[config.mk]
export PLATFORM = sky130hd
export DESIGN_NAME = mmio_uart_tx
export DESIGN_NICKNAME = d
export VERILOG_FILES = /design/src/rtl/mmio_uart_tx.sv
export SDC_FILE = /design/constraint.sdc
export NUM_CORES = 1
export LEC_CHECK = 0
export BUFFER_PORTS_ARGS = -buffer_cell sky130_fd_sc_hd__buf_4
export CORE_MARGIN = 8
export CORE_UTILIZATION = 25
export CTS_CLUSTER_DIAMETER = 150
export CTS_CLUSTER_SIZE = 10
export DETAILED_ROUTE_END_ITERATION = 16
export GPL_TIMING_DRIVEN = 0
export SYNTH_ARGS = -nofsm -noshare
export SYNTH_HDL_FRONTEND = slang
export SYNTH_SLANG_ARGS = --single-unit
[constraint.sdc]
create_clock -name clk -period 3 [get_ports clk]
set_clock_uncertainty 0.05 [all_clocks]
set_input_delay 0.3 -clock clk [delete_from_list [all_inputs] [get_ports clk]]
set_output_delay 0.3 -clock clk [all_outputs]
set_load 0.03 [all_outputs]
[src/rtl/mmio_uart_tx.sv]
// mmio_uart_tx: memory-mapped 8N1 UART transmitter with TX FIFO, status and baud-divider registers
module mmio_uart_tx #(
    parameter logic [31:0] BASE_ADDR   = 32'h1000_0000,
    parameter int          FIFO_DEPTH  = 8,
    parameter logic [15:0] DEFAULT_DIV = 16'd867
) (
    input  logic        clk,
    input  logic        rst_n,
    input  logic        W_en,
    input  logic        R_en,
    input  logic [31:0] addr,
    input  logic [2:0]  RW_type,
    input  logic [31:0] din,
    output logic [31:0] dout,
    output logic        sel,
    output logic        tx
);
    localparam int AW = $clog2(FIFO_DEPTH);
    localparam int CW = AW + 1;
    localparam logic [1:0] S_IDLE  = 2'd0;
    localparam logic [1:0] S_START = 2'd1;
    localparam logic [1:0] S_DATA  = 2'd2;
    localparam logic [1:0] S_STOP  = 2'd3;

    logic [7:0]    mem_q [FIFO_DEPTH];
    logic [AW-1:0] wptr_q, wptr_d, rptr_q, rptr_d;
    logic [CW-1:0] count_q, count_d;
    logic          ovf_q, ovf_d;
    logic [15:0]   baud_q, baud_d;
    logic [1:0]    state_q, state_d;
    logic [15:0]   cnt_q, cnt_d, lim_q, lim_d;
    logic [2:0]    bit_q, bit_d;
    logic [7:0]    shift_q, shift_d;
    logic          tx_q, tx_d;
    logic [1:0]    off;
    logic          wr, push_req, push_ok, pop, full, empty, busy, tick;
    logic [31:0]   status;
    logic          unused;

    assign sel      = addr[31:4] == BASE_ADDR[31:4];
    assign off      = addr[3:2];
    assign wr       = sel && W_en;
    assign push_req = wr && off == 2'd0;
    assign full     = count_q == CW'(FIFO_DEPTH);
    assign empty    = count_q == '0;
    assign busy     = state_q != S_IDLE;
    assign tick     = cnt_q == lim_q;
    assign pop      = !empty && (state_q == S_IDLE || (state_q == S_STOP && tick));
    assign push_ok  = push_req && (!full || pop);
    assign status   = {20'h0, 4'(count_q), 4'h0, ovf_q, empty, full, busy};
    assign tx       = tx_q;
    assign unused   = ^{RW_type, din[31:16], addr[1:0]};

    // Register read mux; reads have no side effects so a same-cycle write is seen next cycle
    always_comb begin
        dout = !(sel && R_en) ? 32'h0 :
               off == 2'd1    ? status :
               off == 2'd2    ? {16'h0, baud_q} : 32'h0;
    end

    // FIFO pointers, occupancy, sticky overflow (set beats clear) and baud register updates
    always_comb begin
        wptr_d  = wptr_q + AW'(push_ok);
        rptr_d  = rptr_q + AW'(pop);
        count_d = count_q + CW'(push_ok) - CW'(pop);
        ovf_d   = (push_req && full && !pop) ? 1'b1 :
                  (wr && off == 2'd1 && din[3]) ? 1'b0 : ovf_q;
        baud_d  = (wr && off == 2'd2) ? din[15:0] : baud_q;
    end

    // Transmit FSM: a pop loads the shifter and latches the divider for the whole frame
    always_comb begin
        state_d = state_q;
        cnt_d   = tick ? 16'd0 : cnt_q + 16'd1;
        lim_d   = lim_q;
        bit_d   = bit_q;
        shift_d = shift_q;
        tx_d    = tx_q;
        if (pop) begin
            state_d = S_START;
            cnt_d   = 16'd0;
            lim_d   = baud_q;
            shift_d = mem_q[rptr_q];
            tx_d    = 1'b0;
        end else begin
            case (state_q)
                S_START: if (tick) begin
                    state_d = S_DATA;
                    bit_d   = 3'd0;
                    tx_d    = shift_q[0];
                end
                S_DATA: if (tick) begin
                    state_d = bit_q == 3'd7 ? S_STOP : S_DATA;
                    bit_d   = bit_q + 3'd1;
                    shift_d = shift_q >> 1;
                    tx_d    = bit_q == 3'd7 ? 1'b1 : shift_q[1];
                end
                S_STOP: if (tick) state_d = S_IDLE;
                default: cnt_d = 16'd0;
            endcase
        end
    end

    // FIFO storage needs no reset; emptiness is tracked by the pointers and count
    always_ff @(posedge clk) begin
        if (push_ok) mem_q[wptr_q] <= din[7:0];
    end

    // State registers with asynchronous reset to an idle, empty transmitter
    always_ff @(posedge clk or negedge rst_n) begin
        if (!rst_n) begin
            wptr_q  <= '0;
            rptr_q  <= '0;
            count_q <= '0;
            ovf_q   <= 1'b0;
            baud_q  <= DEFAULT_DIV;
            state_q <= S_IDLE;
            cnt_q   <= 16'd0;
            lim_q   <= 16'd0;
            bit_q   <= 3'd0;
            shift_q <= 8'd0;
            tx_q    <= 1'b1;
        end else begin
            wptr_q  <= wptr_d;
            rptr_q  <= rptr_d;
            count_q <= count_d;
            ovf_q   <= ovf_d;
            baud_q  <= baud_d;
            state_q <= state_d;
            cnt_q   <= cnt_d;
            lim_q   <= lim_d;
            bit_q   <= bit_d;
            shift_q <= shift_d;
            tx_q    <= tx_d;
        end
    end
endmodule
After elaboration in Yosys (flattened, before gate mapping)
Memory sizes are Yosys's and may differ from the RTL's.
Cells that the tools add are included.
Widths: inputs -> output; s select.
- reduce and logical (&&, ||, !) cells: 31
- add/sub/neg operators: 6
- bitwise operators: 1
- eq/ne operators: 14
- multiplexer cells: 27
- operator list (cell ; count):
    $mux 16 ; 6
    $eq 28x25->1 const B ; 1
    $mux 8 ; 3
    $add 16x1->16 const B ; 1
    $eq 16x16->1 ; 1
    $logic_and 1x1->1 ; 11
    $reduce_bool 2->1 ; 5
    $mux 1 ; 9
    $ne 3x3->1 const B ; 3
    $mux 2 ; 4
    $reduce_and 4->1 ; 2
    $add 3x1->3 ; 2
    $eq 2x2->1 const B ; 3
    $mux 3 ; 2
    $pmux 2 s3 ; 1
    $pmux 3 s2 ; 1
    $add 4x1->4 ; 1
    $eq 2x1->1 const B ; 2
    $eq 4x4->1 const B ; 1
    $logic_not 2->1 ; 2
    $logic_not 4->1 ; 1
    $ne 2x2->1 const B ; 2
    $reduce_bool 4->1 ; 1
    $sub 4x1->4 ; 1
    10 further kinds ; 13
- memories: 1
- RAM bits: 64
- flip-flop bits (word level): 73
- output and inout bits: 34
- word-level logic and storage cells: 91
- input bits: 71
- memories (memory ; words ; width ; read ports ; clocked after Yosys merged registers in ; write ports ; RTL line ; text):
    mem_q ; 8 ; 8 ; 1 ; 0 ; 1 ; 25 ; logic [7:0] mem_q [FIFO_DEPTH];

Longest topological paths before layout
Gate-level depths: netlist (run 1).
- word-level depth: 8
- mapped depth: 13
- depth with buffers taken out: 13

Least setup slack after synthesis (run 1)
No wires, ideal clock.
- kind: in2reg
- from: input addr[6]
- to: memory mem_q[2][0], enable pin
- required time: 2.555 ns
- data arrival time: 2.448 ns
- slack: 0.107 ns
- buffers on the path: 0
- library setup time: 0.395 ns
- stages on the path: 6
- cell sequence: nor4_1 -> nand4_1 -> nor2_1 -> and3_1 -> o21ai_4 -> nor4_1
- word-level cells in the longest chain between the ends: 6
- RTL lines (element ; RTL line ; text):
    from (decl) ; 11 ; input logic [31:0] addr,
    $eq 28x25->1 ; 40 ; assign sel = addr[31:4] == BASE_ADDR[31:4];
    via sel ; 15 ; output logic sel,
    $logic_and 1x1->1 ; 42 ; assign wr = sel && W_en;
    $logic_and 1x1->1 ; 43 ; assign push_req = wr && off == 2'd0;
    $logic_and 1x1->1 ; 49 ; assign push_ok = push_req && (!full || pop);
    $mux 1 ; 106 ; if (push_ok) mem_q[wptr_q] <= din[7:0];
    $mux 1 (implied by the code) ; 106 ;
    to (decl) ; 25 ;
The timed path passes the listed nets, and every way through them passes these cells.

Final worst setup path (run 1)
- from: register cnt_q[7]
- to: register count_q[2]
- word-level cells in the longest chain between the ends: 8
- RTL lines (element ; RTL line ; text):
    from (decl) ; 31 ; logic [15:0] cnt_q, cnt_d, lim_q, lim_d;
    from (signal assigned) ; 130 ; cnt_q <= cnt_d;
    $eq 16x16->1 (*) ; 47 ; assign tick = cnt_q == lim_q;
    $logic_and 1x1->1 (*) ; 48 ; assign pop = !empty && (state_q == S_IDLE || (state_q == S_STOP && tick));
    $logic_or 1x1->1 (*) ; 48 ;
    $logic_and 1x1->1 (*) ; 48 ;
    $logic_or 1x1->1 ; 49 ;
    $logic_and 1x1->1 ; 49 ;
    $add 4x1->4 ; 65 ; count_d = count_q + CW'(push_ok) - CW'(pop);
    $sub 4x1->4 (*) ; 65 ;
    via count_d[2] ; 27 ; logic [CW-1:0] count_q, count_d;
    to (signal assigned) ; 126 ; count_q <= count_d;
    to (decl) ; 27 ;
The timed path passes the listed nets; every way through them passes the cells marked *.
A chain may end at the register's enable or synchronous reset.

==> flow_metrics.tcl, run 1 <==
set metrics [dict create \
    async_reset_ff_share_pct 53.28 \
    gp_congestion 0.7785 \
    area_growth_pct 26.61 \
    nNetsFinal 707 \
    max_stage_delay_ns 0.43 \
    crit_path_start_kind "register" \
    comb_power_share_pct 4.2 \
    synth-edff-count 64 \
    cts_tree "yes" \
    ir_drop_v 0.0003524 \
    synth.area.top_cells "edfxtp_1 (31%), dfrtp_1 (26%), nand2_1 (4.6%)" \
    drive_above_1_share_pct 27.87 \
    p_leak_nw 3.363 \
    ys_seq_elements 137 \
    coreArea_um2 24890 \
    rsz0062_at_grt "false" \
    synth.distinct_cells 50 \
    max_freq_ghz 0.3522 \
    grt_pass1_vias 4175 \
    run_status "finished, violations left" \
    numCtsBuffers 17 \
    grt_max_degree 74 \
    synth_warnings 0 \
    rows 58 \
    grtUsageMet3_pct 2.495 \
    finish.utilization_pct 31.88 \
    fin_crit_sh_pct 94.65 \
    clk_pin_slew_ns 0.06 \
    avgViaCountPerCell 4.282 \
    die_y_um 174.3 \
    syn_avg_cell_area_um2 12.27 \
    cp.arrival_ns 3.08 \
    synth_common_cells "nand2_1 (77), dfrtp_1 (66), edfxtp_1 (64), nor2_1 (36), xnor2_1 (22)" \
    crit_type "register to register" \
    yosys.area.top_type_share_pct 30.66 \
    drc 0 \
    use_met1_pct 12.54 \
    drt_wl_total_um 14200 \
    post_drt_wl_per_cell_um 14.71 \
    antenna_cells 0 \
    p_total_mw 4.130 \
    synth_ff_type "dfrtp_1" \
    p_int_mw 3.202 \
    worstMarginPinSlew_ns 0.9651 \
    hold_path.class "primary input to async pin" \
    drtAntennaViolNets 0 \
    crit_fanout 11 \
    hold_viol_final 5 \
    io_pins 105 \
    clock_path_buffers 2 \
    violations "hold timing" \
    antenna_found_initial 0 \
    gr-max-usage-layer "met2" \
    setup_viol 0 \
    grt_pass1_wl_um 22920 \
    power_frac_clock_pct 47.5 \
    htree_num_levels 4 \
    maxSlewHeadroom_pct 35.66 \
    portBuffers 67 \
    period_minus_slack_ns 2.840 \
    p_per_area_nw_per_um2 520.4 \
    hold_buffers 0 \
    switching_share_pct 22.48 \
    timing.hold.ws_ns -0.01068 \
    yosys.cell_count.top_type "nand2_1" \
    die-width_um 174.3 \
    syn-cell-area_um2 6269 \
    cts.sinks 137 \
    synth-seq-area-share_pct 59.94 \
    drv_cap 0 \
    synth_cells 511 \
    final_max_slew_viol_count 0 \
    start_util_pct 25.18 \
    dp.cells 927 \
    startpoint "cnt_q[7]" \
    drt_pass1_iterations 4 \
    overflow 0 \
    power.switching_uw 928.4 \
    drt_iter0_markers 284 \
    cp-end-kind "register" \
    final.fill_count 2504 \
    cp_slowest_cell "dfrtp_1" \
    die_area_um2 30400 \
    yosys.area.top_type "edfxtp_1" \
    fin_tns_setup_ns 0 \
    final_cell_count_no_fill 965 \
    use_met2_pct 14.77 \
    power_frac_seq_pct 48.3 \
    crit_required_ns 3.24 \
    clock_latency_ns 0.41 \
    rr_startpoint "cnt_q[7]" \
    vias 4132 \
    dpl.hpwl_um 10250 \
    grt_usage_pct 9.518 \
    cts-root-buf "clkbuf_16" \
    crit_chain "xnor2_1 -> nand4_1 -> nor4_4 -> a31oi_4 -> clkinv_4 -> buf_6 -> ha_1 -> inv_1 -> ha_1 -> inv_1 -> fa_1 -> xnor2_1" \
]
power groups by stage:
stage          Combinational (mW)  Sequential, mW  Clock, mW
2_1_floorplan              0.0562            2.05          0
3_3_place_gp                0.174            2.03          0
3_5_place_dp                0.176            2.03          0
4_1_cts                     0.176            2.00       2.00
5_1_grt                     0.189            2.00       2.07
6_report                    0.172            2.00       1.96
flip-flops by register name, indices dropped and copies added (netlist names):
name     count
mem_q       64
baud_q      16
cnt_q       16
lim_q       16
shift_q      8
count_q      4
bit_q        3
rptr_q       3
wptr_q       3
state_q      2
ovf_q        1
tx           1
worst max-delay path, delay by kind of cell, from the launching register on:
| family | cells | cell delay [ns] |
|---|---|---|
| AOI/OAI and AO/OA | 1 | 0.18 |
| xor gates and xnor gates | 2 | 0.30 |
| adders and majority gates | 3 | 0.76 |
| buffers and inverters | 4 | 0.37 |
| DFF | 1 | 0.43 |
| and+or+nand+nor | 2 | 0.63 |
stage by stage:
stage / setup slack (ns) / cell area [um^2] / hold slack (ns)
global placement: -0.8778 / 7241 / 0.4147
floorplan: 0.1074 / 6325 / -0.04559
global route: 0.003908 / 7936 / 0.04872
CTS: 0.01791 / 7895 / 0.02643
finish: 0.1604 / 7936 / -0.01068
detailed placement: -0.5807 / 7296 / 0.4219
cells in the final DEF, fill, tap and decap left out, drive strengths merged, types with 5 or more instances in the layout:
cell type / n
a31oi: 5
nor2b: 7
o21ai: 14
a22oi: 13
ha: 13
clkinvlp: 5
nor4: 11
nor2: 36
o221ai: 7
nand2: 77
mux4: 9
xnor2: 22
buf: 101
dfstp: 7
conb: 16
mux2: 16
inv: 26
xor2: 13
nand4: 6
mux2i: 15
nand3: 11
edfxtp: 64
and3: 6
and2: 10
clkbuf: 30
dfrtp: 66
worst paths after layout:
check,endpoint,slack [ns],depth (start not counted)
min in group clk,baud_q[12],0.07,2
max,count_q[2],0.16,12
max in group asynchronous,cnt_q[11],2.24,1
max reg2reg,count_q[2],0.16,12
min,shift_q[0],-0.01,1
min reg2reg,lim_q[12],0.43,2
repair_timing:
| item | CTS | global route |
|---|---|---|
| resized for setup | 5 | 5 |
| buffers inserted | 3 | 3 |
| endpoints found under the setup margin | 31 | 18 |
| pin swaps | 3 | 3 |
| endpoints found under the hold margin | 0 | 0 |
cells by family (layout without fill, tap and decap cells):
family / after synthesis / after routing / synth area share (%)
muxes: 40 / 40 / 8.503
other: 1 / 16 / 0.05982
AOI/OAI and AO/OA: 50 / 50 / 5.789
buffers and inverters: 58 / 167 / 4.651
adders and majority gates: 14 / 14 / 2.914
DFF: 137 / 137 / 59.94
xor gates and xnor gates: 35 / 35 / 4.890
and+or+nand+nor: 176 / 176 / 13.25
layout make-up:
cell class / instances / area [um^2] / share of cell area, %
sequential: 137 / 3759 / 47.36
multi-input combinational: 331 / 2333 / 29.40
timing repair buffer: 77 / 578.1 / 7.284
clock buffer: 19 / 432.9 / 5.455
tap: 330 / 412.9 / 5.203
buffer: 35 / 209.0 / 2.633
clock inverter: 13 / 120.1 / 1.513
inverter: 23 / 91.34 / 1.151
per-layer routing:
layer / part of all wire [%] / routed length [um]
met3: 4.8 / 685
met4: 0.72 / 102
met2: 47 / 6720
met1: 47 / 6689
met5: 0 / 0
(Power assumes the default switching activity.)
==> run 2, diff against run 1 <==
--- a/config.mk
+++ b/config.mk
@@ -5,8 +5,8 @@
 export SDC_FILE = /design/constraint.sdc
 export NUM_CORES = 1
 export LEC_CHECK = 0
+export ABC_AREA = 1
 export BUFFER_PORTS_ARGS = -buffer_cell sky130_fd_sc_hd__buf_4
-export CORE_MARGIN = 8
 export CORE_UTILIZATION = 25
 export CTS_CLUSTER_DIAMETER = 150
 export CTS_CLUSTER_SIZE = 10
==> run 2 against run 1 <==
  * The run still ends with hold timing left
  * Via count grew 25%
  * Clock power fell by 4%
  * Final area rose by 2.9%
  * First-iteration DRC count down 4.9%
  * Highest routed layer unchanged
==> flow_metrics.tcl, run 2 <==
set metrics [dict create \
    largest_register_ffs 64 \
    max_freq_ghz 0.3639 \
    synth_warnings 0 \
    multi_input_area_um2 2316 \
    vias 5156 \
    rsz0062_at_grt "false" \
    dr.max_layer_used "met4" \
    fin_crit_sh_pct 91.59 \
    final.fill_count 2724 \
    grt_pass1_wl_um 24950 \
    synth.distinct_cells 41 \
    place_area_um2 7631 \
    drv_cap 0 \
    violations "hold timing" \
    avgViaCountPerCell 4.336 \
    drt_pass1_iterations 5 \
    p_total_mw 4.058 \
    maxSlewHeadroom_pct 34.64 \
    most-common-layout-cells "nand2_1 (203), inv_1 (94), buf_4 (84)" \
    wl_met1_um 7055 \
    met3_length_um 613 \
    synth-seq-area-share_pct 56.48 \
    stdcell_area_um2 8169 \
    drt_wl_total_um 15330 \
    numCtsBuffers 17 \
    synth-edff-count 64 \
    ys_seq_elements 137 \
    p_per_area_nw_per_um2 496.8 \
    crit_fanout 11 \
    coreArea_um2 26060 \
    post_drt_wl_per_cell_um 12.89 \
    clk_pin_slew_ns 0.06 \
    htree_num_levels 4 \
    run_status "finished, violations left" \
    crit_required_ns 3.26 \
    crit_type "register to register" \
    cts_tree "yes" \
    drive_above_1_share_pct 17.68 \
    antenna_cells 0 \
    overflow 0 \
    cp-end-kind "register" \
    cts.sinks 137 \
    comb_power_share_pct 4.7 \
    setup_viol 0 \
    power.switching_uw 952.7 \
    portBuffers 67 \
    io_pins 105 \
    synth_ff_type "dfrtp_1" \
    dr_wl_met2_um 7378 \
    synth.area.top_cells "edfxtp_1 (29%), dfrtp_1 (25%), nand2_1 (11%)" \
    rr_startpoint "cnt_q[10]" \
    ir_drop_v 0.0003762 \
    hold_buffers 0 \
    die_y_um 165.1 \
    grt_pass1_vias 4929 \
    grt_usage_pct 11.99 \
    period_minus_slack_ns 2.748 \
    nNetsFinal 926 \
    yosys.area.top_type_share_pct 28.89 \
    hold_viol_final 14 \
    top_register "mem_q" \
    p_leak_nw 3.639 \
    yosys.area.top_type "edfxtp_1" \
    r2r-end "count_q[2]" \
    switching_share_pct 23.47 \
    p_int_mw 3.106 \
    rows 59 \
    hold_path.class "primary input to async pin" \
    clock_latency_ns 0.42 \
    crit_path_start_kind "register" \
    timing.hold.ws_ns -0.02890 \
    syn_avg_cell_area_um2 9.002 \
    final_max_slew_viol_count 0 \
    area_growth_pct 22.79 \
    finish.utilization_pct 31.35 \
    drc 0 \
    drt_iter0_markers 270 \
    mostFrequentLayoutCell "nand2_1" \
    die-width_um 165.1 \
    grt_max_degree 74 \
    die_area_um2 27270 \
    worstMarginPinSlew_ns 0.9803 \
    cts-root-buf "clkbuf_16" \
    fin_tns_setup_ns 0 \
    async_reset_ff_share_pct 53.28 \
    yosys.cell_count.top_type "nand2_1" \
    r2r_setup_slack_ns 0.25 \
    power_frac_seq_pct 48.7 \
    synth_common_cells "nand2_1 (203), inv_1 (94), dfrtp_1 (66), edfxtp_1 (64), nor2_1 (51)" \
    power_frac_clock_pct 46.6 \
    ff_latch_area_um2 3757 \
    syn-cell-area_um2 6653 \
    dpl.hpwl_um 11050 \
    gp_congestion 0.8105 \
    synth_cells 739 \
    cp.arrival_ns 3.00 \
    start_util_pct 25.53 \
    drtAntennaViolNets 0 \
    r2r_cells 17 \
    clock_path_buffers 2 \
    antenna_found_initial 0 \
]
-- run 2: cell types whose count changed in the layout (fill, tap and decap cells not counted), moves of 16 or more --
| cell | delta |
|---|---|
| nand2_1 | +126 |
| o21ai_0 | +29 |
| mux2_2 | -16 |
| inv_1 | +73 |
| xnor2_1 | -19 |
| a21oi_1 | +31 |
| nand3_1 | +33 |
-- run 2: power by group through the flow --
stage | sequential (mW) | clock [mW] | combinational, mW
after floorplan | 2.01 | 0 | 0.0892
after global placement | 2.01 | 0 | 0.191
after detailed placement | 2.01 | 0 | 0.194
after CTS | 1.98 | 1.92 | 0.194
after global routing | 1.98 | 2.00 | 0.214
final | 1.98 | 1.89 | 0.191
-- run 2: critical path: stages, from the launching register on --
cell and delay, ns:
dfrtp_1 0.41, inv_2 0.05, nand2_1 0.05, nand2_1 0.05, nor2_1 0.13, nand2_1 0.09, nor2_1 0.13, nand2_2 0.13
nand2_4 0.11, nand2_8 0.10, inv_4 0.13, buf_8 0.17, ha_1 0.24, inv_1 0.06, ha_1 0.16, inv_1 0.06
fa_1 0.37, xnor2_1 0.14
-- run 2: area by class of cell --
type                    count  area share (%)
flip-flops and latches    137           45.99
multi-input cells         476           28.35
repair buffers             68           6.249
inverters                 104           4.809
plain buffers              37           3.017
clock buffers              18           5.253
clock inverters            14           1.195
well taps                 335           5.131
-- run 2: what timing repair did --
action | 4_1_cts | 5_1_grt
setup endpoints to repair | 0 | 1
gates resized for setup | 0 | 1
buffers inserted | 0 | 1
-- run 2: how the worst max path moves through the flow --
| stage | start | endpoint | slack [ns] | depth (start not counted) |
|---|---|---|---|---|
| final | cnt_q[10] | count_q[2] | 0.25 | 17 |
| after global placement | addr[27] | count_q[2] | 0.10 | 15 |
| after global routing | cnt_q[10] | count_q[2] | 0.007 | 17 |
| after CTS | cnt_q[15] | count_q[2] | 0.23 | 17 |
| after floorplan | addr[13] | count_q[2] | 0.42 | 12 |
| after detailed placement | addr[13] | count_q[2] | 0.04 | 13 |
-- run 2: kinds of logic (layout without fill, tap and decap cells) --
logic type | after synthesis | in the layout | share of synthesized area [%]
AOI/OAI and AO/OA | 107 | 107 | 9.084
xor gates and xnor gates | 8 | 8 | 1.053
adders and majority gates | 14 | 14 | 2.746
buffers and inverters | 141 | 241 | 9.554
DFF | 137 | 137 | 56.48
muxes | 2 | 2 | 0.3009
other | 1 | 16 | 0.05637
and+or+nand+nor | 329 | 329 | 20.73
-- run 2: routing by layer --
metal,GRT usage [%],vias up
li1,-,2570
met1,15.31,2434
met2,19.93,134
met3,2.273,18
met4,4.629,0
met5,0,-
-- run 2: through the flow --
stage          hold slack, ns  setup WS, ns  std cells
3_5_place_dp           0.4085       0.03964       1156
4_1_cts               0.02985        0.2288       1188
5_1_grt               0.04777      0.006688       1189
2_1_floorplan        -0.04559        0.4193        754
3_3_place_gp           0.4045        0.1018       1156
6_report             -0.02890        0.2523       1189
==> run 3, diff against run 2 <==
--- a/config.mk
+++ b/config.mk
@@ -12,6 +12,7 @@
 export CTS_CLUSTER_SIZE = 10
 export DETAILED_ROUTE_END_ITERATION = 16
 export GPL_TIMING_DRIVEN = 0
+export REMOVE_ABC_BUFFERS = 1
 export SYNTH_ARGS = -nofsm -noshare
 export SYNTH_HDL_FRONTEND = slang
 export SYNTH_SLANG_ARGS = --single-unit
==> run 3 against run 2 <==
  * The flow still finishes with violations (hold timing)
  * Total power is 2.9% higher
  * Clock power is 7% higher
  * Sequential share of layout area is 0.54 points higher
  * Global-route usage is 0.62 points lower
  * Routed wire length is 5.8% lower
  * Non-clock buffer count is 32 lower
  * First-iteration DRC count is 13% higher
  * Maximum frequency is 1.3% higher
  * Flip-flop and latch count stayed put
  * Setup slack better by 0.035 ns
  * Clock-buffer cell count is 8 higher
  * Largest cell class unchanged
==> flow_metrics.tcl, run 3 (synthesis results as in run 2) <==
set metrics [dict create \
    place_worst_setup_slack_ns 0.01312 \
    hold_path.class "primary input to async pin" \
    clock_latency_ns 0.42 \
    max_stage_delay_ns 0.38 \
    fin_ws_ns 0.2876 \
    rsz0062_at_grt "false" \
    die_area_um2 27270 \
    crit_type "register to register" \
    rr_startpoint "cnt_q[15]" \
    ir_drop_v 0.0004158 \
    crit_required_ns 3.26 \
    max_freq_ghz 0.3687 \
    path_buf_inv 3 \
    fin_tns_setup_ns 0 \
    numCtsBuffers 17 \
    die_y_um 165.1 \
    drv_cap 0 \
    hold_viol_final 17 \
    r2r_cells 17 \
    coreArea_um2 26060 \
    avgViaCountPerCell 4.263 \
    setup_viol 0 \
    drive_above_1_share_pct 16.26 \
    final_cell_count_no_fill 1159 \
    r2r_setup_slack_ns 0.29 \
    start_util_pct 25.53 \
    grt_pass1_vias 4702 \
    top_register "mem_q" \
    nNetsFinal 896 \
    stdcell_area_um2 8078 \
    r2r-end "count_q[2]" \
    timing.hold.ws_ns -0.03240 \
    dr_wl_met2_um 6858 \
    overflow 0 \
    wl_met1_um 6805 \
    violations "hold timing" \
    run_status "finished, violations left" \
    cp_slowest_cell "dfrtp_1" \
    startpoint "cnt_q[15]" \
    crit_chain "inv_1 -> nand2_1 -> nand2_1 -> nor2_1 -> nand2_1 -> nor2_2 -> nand2_4 -> nand2_8 -> nand2_8 -> nand2_2 -> nand2_1 -> ha_1 -> inv_1 -> ha_1 -> inv_1 -> fa_1 -> xnor2_1" \
    crit_fanout 14 \
    cts-root-buf "clkbuf_16" \
    place_area_um2 7427 \
    largest_register_ffs 64 \
    dr.max_layer_used "met4" \
    dpl.hpwl_um 10000 \
    maxSlewHeadroom_pct 31.86 \
    clk_pin_slew_ns 0.06 \
    drtAntennaViolNets 0 \
    io_pins 105 \
    met3_length_um 591 \
    die-width_um 165.1 \
    mostFrequentLayoutCell "nand2_1" \
    p_per_area_nw_per_um2 516.7 \
    drt_iter0_markers 305 \
    worst_path_most_repeated_cell "nand2_1" \
    period_minus_slack_ns 2.712 \
    cp-end-kind "register" \
    post_drt_wl_per_cell_um 12.46 \
    grt_pass1_wl_um 23750 \
    drt_wl_total_um 14440 \
    fin_crit_sh_pct 90.41 \
    antenna_found_initial 0 \
    worst_path_dominant_cell_family "simple AND/OR/NAND/NOR gates" \
    cts.sinks 137 \
    critical_path.endpoint "count_q[2]" \
    clock_path_buffers 2 \
    cts_tree "yes" \
    cp.depth 17 \
    grt_max_degree 74 \
    area_growth_pct 21.42 \
    gp_congestion 0.7751 \
    htree_num_levels 4 \
    most-common-layout-cells "nand2_1 (203), inv_1 (94), buf_4 (71)" \
    drc 0 \
    p_leak_nw 3.551 \
    final_max_slew_viol_count 0 \
    vias 4941 \
    dp.cells 1121 \
    crit_path_start_kind "register" \
    cp.arrival_ns 2.97 \
    worstMarginPinSlew_ns 1.022 \
    drt_pass1_iterations 5 \
    grt_usage_pct 11.36 \
    rows 59 \
    portBuffers 67 \
    antenna_cells 0 \
]
## run 3: cell count changes in the layout (fill, tap and decap cells not counted), moves of 2 or more
cell        delta
buf_6          -4
nor2_1         -4
clkinv_2       -2
nand2_4        +2
clkbuf_8       +3
buf_2          -5
clkinvlp_4     -2
buf_4         -13
inv_6          -3
clkbuf_1       -7
nor2_2         +4
## run 3: stage by stage
| step | power (mW) | util (%) |
|---|---|---|
| after floorplan | 2.084 | - |
| after detailed placement | 2.187 | 28.50 |
| after global routing | 4.295 | 31.00 |
| after global placement | 2.182 | 28.35 |
| final | 4.174 | 31.00 |
| after CTS | 4.206 | 30.71 |
## run 3: cell type report
cell class	count	area (um^2)
Fill cell	2681	17980
Sequential cell	137	3759
Multi-Input combinational cell	478	2362
Timing Repair Buffer	73	568.0
Clock buffer	26	510.5
Tap cell	335	419.2
Inverter	104	395.4
Clock inverter	6	63.81
## run 3: power breakdown
group | leakage [nW] | internal, mW | switching (mW) | total, mW
combinational | 1.75 | 0.0626 | 0.106 | 0.169
clock | 0.276 | 1.25 | 0.772 | 2.03
sequential | 1.52 | 1.97 | 0.00579 | 1.98
## run 3: worst min-delay path by stage
stage / cells past startpoint / from / end
6_report: 1 / rst_n / bit_q[1]
5_1_grt: 1 / rst_n / shift_q[2]
4_1_cts: 1 / rst_n / shift_q[2]
3_5_place_dp: 2 / baud_q[6] / baud_q[6]
3_3_place_gp: 2 / baud_q[5] / baud_q[5]
2_1_floorplan: 0 / rst_n / baud_q[10]
## run 3: timing repair
action                                  in CTS  in global routing
gates cloned                                 0                  2
endpoints found under the setup margin       8                 67
hold buffers                                 0                  0
buffers inserted                             0                  4
pin swaps                                    0                  2
resized for setup                            1                  5
## run 3: layer usage
| metal | vias up | GRT usage, % |
|---|---|---|
| li1 | 2515 | - |
| met1 | 2310 | 15.03 |
| met2 | 100 | 17.90 |
| met3 | 16 | 2.947 |
| met4 | 0 | 3.920 |
| met5 | - | 0 |
